`src/rtl/piso_serializer_pkg.sv`:
```
// Shared types and helpers for the parallel-in/serial-out transmitter.
package piso_serializer_pkg;

  // Frame FSM encoding: IDLE waits for a word, SHIFT drives frame bits.
  typedef enum logic {
    ST_IDLE  = 1'b0,
    ST_SHIFT = 1'b1
  } state_t;

  // Bit-counter width; a one-bit counter is the floor for tiny words.
  function automatic int cnt_bits(input int width);
    return (width < 2) ? 1 : $clog2(width);
  endfunction

endpackage

```
`src/rtl/piso_bit_counter.sv`:
```
// Bit-position counter for the serializer: clears on frame start/end,
// advances once per shifted bit, and flags the last bit position.
module piso_bit_counter
  import piso_serializer_pkg::*;
#(
  parameter int WIDTH = 8
) (
  input  logic CLK,
  input  logic RST,
  input  logic clr,
  input  logic inc,
  output logic tc
);

  localparam int CW = cnt_bits(WIDTH);

  logic [CW-1:0] count;

  // Count bit positions; clear wins, and the count parks at WIDTH-1.
  // NOTE: sequential state uses <= so every flop samples pre-edge values.
  always_ff @(posedge CLK or negedge RST) begin
    if (!RST) begin
      count <= '0;
    end else if (clr) begin
      count <= '0;
    end else if (inc && !tc) begin
      count <= count + 1'b1;
    end
  end

  assign tc = (count == CW'(WIDTH - 1));

endmodule

```
`src/rtl/piso_serializer.sv`:
```
// Parallel-in/serial-out transmitter: accepts a word through a valid/ready
// handshake and shifts it out one bit per shift_en tick with frame strobes.
// A new word can be taken on the last-bit tick for gap-free frames.
module piso_serializer
  import piso_serializer_pkg::*;
#(
  parameter int   WIDTH      = 8,
  parameter bit   MSB_FIRST  = 1'b1,
  parameter logic IDLE_LEVEL = 1'b1
) (
  input  logic             CLK,
  input  logic             RST,
  input  logic [WIDTH-1:0] din,
  input  logic             load_valid,
  output logic             load_ready,
  input  logic             shift_en,
  output logic             sout,
  output logic             sout_valid,
  output logic             frame_start,
  output logic             frame_done,
  output logic             busy
);

  state_t           state;
  state_t           state_nxt;
  logic [WIDTH-1:0] shreg;
  logic             last_bit;
  logic             last_tick;
  logic             accept;
  logic             head_bit;

  assign accept = load_valid && load_ready;

  piso_bit_counter #(
    .WIDTH(WIDTH)
  ) u_bit_counter (
    .CLK (CLK),
    .RST (RST),
    .clr (accept || last_tick),
    .inc ((state == ST_SHIFT) && shift_en),
    .tc  (last_bit)
  );

  // State register.
  always_ff @(posedge CLK or negedge RST) begin
    if (!RST) begin
      state <= ST_IDLE;
    end else begin
      state <= state_nxt;
    end
  end

  // Next-state and handshake/strobe decode.
  // NOTE: every output gets a default first so no path infers a latch.
  always_comb begin
    state_nxt  = state;
    load_ready = 1'b0;
    frame_done = 1'b0;
    last_tick  = 1'b0;
    case (state)
      ST_IDLE: begin
        load_ready = 1'b1;
        if (load_valid) begin
          state_nxt = ST_SHIFT;
        end
      end
      ST_SHIFT: begin
        if (shift_en && last_bit) begin
          last_tick  = 1'b1;
          frame_done = 1'b1;
          load_ready = 1'b1;
          if (!load_valid) begin
            state_nxt = ST_IDLE;
          end
        end
      end
      default: state_nxt = ST_IDLE;
    endcase
  end

  // Shift register: load on acceptance, move the next bit to the head per tick.
  // NOTE: the datapath register is reset too, so a dropped frame leaves no residue.
  always_ff @(posedge CLK or negedge RST) begin
    if (!RST) begin
      shreg <= '0;
    end else if (accept) begin
      shreg <= din;
    end else if ((state == ST_SHIFT) && shift_en && !last_bit) begin
      shreg <= MSB_FIRST ? (shreg << 1) : (shreg >> 1);
    end
  end

  // One-cycle frame_start pulse in the first cycle of every frame.
  always_ff @(posedge CLK or negedge RST) begin
    if (!RST) begin
      frame_start <= 1'b0;
    end else begin
      frame_start <= accept;
    end
  end

  assign head_bit   = MSB_FIRST ? shreg[WIDTH-1] : shreg[0];
  assign sout       = (state == ST_SHIFT) ? head_bit : IDLE_LEVEL;
  assign sout_valid = (state == ST_SHIFT);
  assign busy       = (state == ST_SHIFT);

endmodule

```
`config.mk`:
```
export PLATFORM = sky130hd
export DESIGN_NAME = piso_serializer
export DESIGN_NICKNAME = d
export VERILOG_FILES = /design/src/rtl/piso_serializer_pkg.sv /design/src/rtl/piso_bit_counter.sv /design/src/rtl/piso_serializer.sv
export SDC_FILE = /design/constraint.sdc
export NUM_CORES = 1
export LEC_CHECK = 0
export ABC_AREA = 1
export ABC_CLOCK_PERIOD_IN_PS = 4300
export CORE_MARGIN = 5
export CORE_UTILIZATION = 51
export CTS_CLUSTER_SIZE = 10
export DETAILED_ROUTE_END_ITERATION = 10
export HOLD_SLACK_MARGIN = 0.12
export PLACE_DENSITY = 0.82
export SYNTH_ARGS = -nofsm -noshare
export SYNTH_HDL_FRONTEND = slang
export SYNTH_SLANG_ARGS = --single-unit
```
`constraint.sdc`:
```
create_clock -name CLK -period 4.3 [get_ports CLK]
set_input_delay 1.075 -clock CLK [delete_from_list [all_inputs] [get_ports CLK]]
set_output_delay 1.075 -clock CLK [all_outputs]
set_load 0.1 [all_outputs]
```
==> impl_metrics.prom <==
# TYPE chip_impl_metric gauge
chip_impl_info{name="status",value="finished, final reports clean"} 1
chip_impl_metric{name="ctsResizeCount",unit=""} 0
chip_impl_info{name="clock_tree.root_cell",value="sky130_fd_sc_hd__clkbuf_4"} 1
chip_impl_metric{name="worst-slew-pin-transition",unit="ns"} 0.9656
chip_impl_metric{name="slew-limit-headroom",unit="%"} 35.43
chip_impl_metric{name="dr_drc_count",unit=""} 0
chip_impl_metric{name="cpPeakStageDelay",unit="ns"} 0.72
chip_impl_info{name="endpoint_kind",value="output pin"} 1
chip_impl_metric{name="dp.final_hpwl",unit="mm"} 1.064
chip_impl_info{name="layout.cells.most_common",value="sky130_fd_sc_hd__nand2_1"} 1
chip_impl_metric{name="dp_slack",unit="ns"} 0.8882
chip_impl_metric{name="post-layout-total-power",unit="mW"} 0.5177
chip_impl_metric{name="peak_supply_drop",unit="mV"} 0.2774
chip_impl_metric{name="grt_start_max_net_pins",unit=""} 17
chip_impl_metric{name="die_area",unit="um^2"} 2352
chip_impl_info{name="timing.critical_path.to",value="load_ready"} 1
chip_impl_metric{name="area_growth_syn_to_layout",unit="%"} 21.85
chip_impl_info{name="crit_slowest_cell",value="sky130_fd_sc_hd__clkdlybuf4s50_1"} 1
chip_impl_info{name="crit_path_cell_trace",value="clkdlybuf4s50_1 > nand2_4 > nand2_8 > buf_4"} 1
chip_impl_info{name="reg2reg_from",value="u_bit_counter.count[0]$_DFFE_PN0P_"} 1
chip_impl_info{name="hold_class",value="flip-flop to flip-flop"} 1
chip_impl_metric{name="cts_max_level",unit=""} 1
chip_impl_metric{name="r2r_cells",unit=""} 8
chip_impl_metric{name="synthesis.yosys.warnings",unit=""} 0
chip_impl_metric{name="path_clk_slew",unit="ns"} 0.07
chip_impl_metric{name="timing.critical_path.required",unit="ns"} 3.22
chip_impl_metric{name="cts-buffers-inserted",unit=""} 3
chip_impl_metric{name="detailed_place.area",unit="um^2"} 893.4
chip_impl_metric{name="die_h",unit="um"} 48.50
chip_impl_info{name="worst_setup_path_start_kind",value="primary input"} 1
chip_impl_metric{name="maxCapViolCount",unit=""} 0
chip_impl_metric{name="synth-compound-area-share",unit="%"} 2.649
chip_impl_metric{name="global_route.overflow_total",unit=""} 0
chip_impl_metric{name="final_antenna_net_count",unit=""} 0
chip_impl_metric{name="io_buffers",unit=""} 17
chip_impl_metric{name="synthDominantCellAreaShare",unit="%"} 43.05
chip_impl_metric{name="post-route-period-util",unit="%"} 79.36
chip_impl_metric{name="synthXorXnorAreaFrac",unit="%"} 0
chip_impl_metric{name="totalNegativeSetupSlack",unit="ns"} 0
chip_impl_metric{name="finish.net_count",unit=""} 118
chip_impl_metric{name="place_congestion",unit=""} 0.8033
chip_impl_metric{name="dr.pass1.iters",unit=""} 4
chip_impl_metric{name="ys_seq_elements",unit=""} 13
chip_impl_metric{name="finish.instance_area",unit="um^2"} 920.9
chip_impl_metric{name="avgRoutedWirePerCell",unit="um"} 11.89
chip_impl_metric{name="n_antenna_cell",unit=""} 0
chip_impl_metric{name="hold-worst-slack",unit="ns"} 0.4755
chip_impl_metric{name="die_w",unit="um"} 48.50
chip_impl_metric{name="clk_latency",unit="ns"} 0.28
chip_impl_info{name="cts_tree",value="done"} 1
chip_impl_metric{name="antenna_found_initial",unit=""} 0
chip_impl_metric{name="routed_via_density",unit=""} 5.305
chip_impl_metric{name="finalWirelength",unit="mm"} 1.403
chip_impl_metric{name="synth_cell_types",unit=""} 18
chip_impl_metric{name="synth_simple_gate_area_share",unit="%"} 41.39
chip_impl_metric{name="finalNonFillerCells",unit=""} 118
chip_impl_metric{name="arrival",unit="ns"} 2.34
chip_impl_metric{name="ys_seq_area_share",unit="%"} 43.05
chip_impl_metric{name="timing.critical_path.fanout_max",unit=""} 10
chip_impl_info{name="netlist_top_cells_area",value="sky130_fd_sc_hd__dfrtp_1, sky130_fd_sc_hd__nand2_1, sky130_fd_sc_hd__nand3b_1"} 1
chip_impl_metric{name="cts_hold_repair.buffers",unit=""} 0
chip_impl_metric{name="r2r_setup_slack",unit="ns"} 2.77
chip_impl_metric{name="finalCoreUtilization",unit="%"} 68.21
chip_impl_metric{name="power.density",unit="nW/um^2"} 562.2
chip_impl_metric{name="setup_ws",unit="ns"} 0.8877
chip_impl_metric{name="cts.sink_count",unit=""} 13
chip_impl_metric{name="synth.net_count",unit=""} 101
chip_impl_metric{name="drtIter0Drc",unit=""} 10
chip_impl_metric{name="placeableCoreArea",unit="um^2"} 1350
chip_impl_metric{name="post_route_cells_drive_above_1_share",unit="%"} 12.62
chip_impl_metric{name="grt_pass1_vias",unit=""} 593
chip_impl_metric{name="final-hold-violation-count",unit=""} 0
chip_impl_metric{name="report.final.setup_viol",unit=""} 0
chip_impl_metric{name="placementRows",unit=""} 13
chip_impl_metric{name="final.setup_skew",unit="ns"} 0.001089
chip_impl_info{name="leading_cell_types_in_the_layout_fill_and_taps_excluded",value="sky130_fd_sc_hd__nand2_1, sky130_fd_sc_hd__clkdlybuf4s50_1, sky130_fd_sc_hd__dfrtp_1, sky130_fd_sc_hd__nand3_1"} 1
chip_impl_metric{name="detailroute.via_count",unit=""} 626
chip_impl_info{name="synth_top_family_by_area",value="simple AND/OR/NAND/NOR gates"} 1
chip_impl_metric{name="synth-adder-area-share",unit="%"} 3.311
chip_impl_metric{name="global_route_wire_length_before_repair",unit="mm"} 2.415
chip_impl_metric{name="synth.mux.area_fraction",unit="%"} 0
chip_impl_metric{name="grt.total_usage",unit="%"} 13.13
chip_impl_info{name="synthDominantAreaCellType",value="sky130_fd_sc_hd__dfrtp_1"} 1
chip_impl_metric{name="maxClockFrequency",unit="MHz"} 293.1
chip_impl_metric{name="leakage",unit="nW"} 0.4920
chip_impl_info{name="critPathLaunch",value="shift_en"} 1
chip_impl_metric{name="avgSynthCellArea",unit="um^2"} 8.686
chip_impl_info{name="setup_repair_after_global_routing_missed_its_margin",value="false"} 1
chip_impl_metric{name="initial_core_util",unit="%"} 55.98
chip_impl_metric{name="number_of_i_o_pins",unit=""} 18
chip_impl_metric{name="synth.cell_area",unit="um^2"} 755.7
chip_impl_metric{name="postCtsSetupRepairBufs",unit=""} 0
chip_impl_info{name="timing.rr.end",value="shreg[1]$_DFFE_PN0P_"} 1
chip_impl_metric{name="final.min_clock_period",unit="ns"} 3.412
chip_impl_info{name="critPathKind",value="primary input to output pin"} 1
chip_impl_metric{name="netlist_instances",unit=""} 87
chip_impl_metric{name="slew_viol_final",unit=""} 0
chip_impl_metric{name="worst_hold_path.num_cells",unit=""} 1
chip_impl_metric{name="dp_cells",unit=""} 114
chip_impl_metric{name="cts_max_path_buffers",unit=""} 2
## power breakdown
| part | switching [mW] | internal [mW] | leakage (nW) | total (mW) |
|---|---|---|---|---|
| Sequential | 0.0307 | 0.167 | 0.165 | 0.198 |
| Clock | 0.0396 | 0.0345 | 0.0177 | 0.0742 |
| Combinational | 0.167 | 0.0788 | 0.309 | 0.246 |
## kinds of logic (layout without fill, tap and decap cells)
| logic type | after synthesis | count (layout) |
|---|---|---|
| simple gates | 56 | 56 |
| flops | 13 | 13 |
| buf+inv | 12 | 28 |
| compound gates | 4 | 4 |
| fa+ha+maj | 2 | 2 |
## layer usage
| layer | vias up | global-route usage, % | wire [um] |
|---|---|---|---|
| li1 | 320 | - | - |
| met1 | 282 | 15.08 | 603 |
| met5 | - | 0 | 0 |
| met2 | 20 | 20.22 | 662 |
| met3 | 4 | 4.281 | 101 |
| met4 | 0 | 9.417 | 36 |
## flip-flops by register name (all words and copies together), names as in the netlist
signal and flops:
frame_start 1, busy 1, u_bit_counter.count 3, shreg 8
## worst min-delay path by stage
stage | start | to | slack, ns
global route | u_bit_counter.count[0]$_DFFE_PN0P_ | u_bit_counter.count[0]$_DFFE_PN0P_ | 0.50
floorplan | u_bit_counter.count[0]$_DFFE_PN0P_ | u_bit_counter.count[0]$_DFFE_PN0P_ | 0.45
finish | u_bit_counter.count[0]$_DFFE_PN0P_ | u_bit_counter.count[0]$_DFFE_PN0P_ | 0.48
detailed placement | u_bit_counter.count[0]$_DFFE_PN0P_ | u_bit_counter.count[0]$_DFFE_PN0P_ | 0.47
CTS | u_bit_counter.count[0]$_DFFE_PN0P_ | u_bit_counter.count[0]$_DFFE_PN0P_ | 0.48
global placement | u_bit_counter.count[0]$_DFFE_PN0P_ | u_bit_counter.count[0]$_DFFE_PN0P_ | 0.46
## critical path: cells and delay by family
| kind | cells | cell delay, ns |
|---|---|---|
| and+or+nand+nor | 2 | 0.23 |
| buffers and inverters | 2 | 1.03 |
## cells in the mapped netlist (all sizes together)
library cell  count
inv               7
nand3             8
dfrtp            13
nand4             7
buf               5
or2               1
nor2              3
ha                2
o21ai             3
nand3b            7
nand2            30
a21oi             1
## cell type report
cell class,count,area (um^2)
Clock inverter,1,5.005
Timing Repair Buffer,17,165.2
Inverter,7,26.28
Tap cell,15,18.77
Multi-Input combinational cell,62,357.8
Fill cell,118,429.2
Sequential cell,13,325.3
Clock buffer,3,22.52
Note: power is estimated with default switching activity, not from simulation.
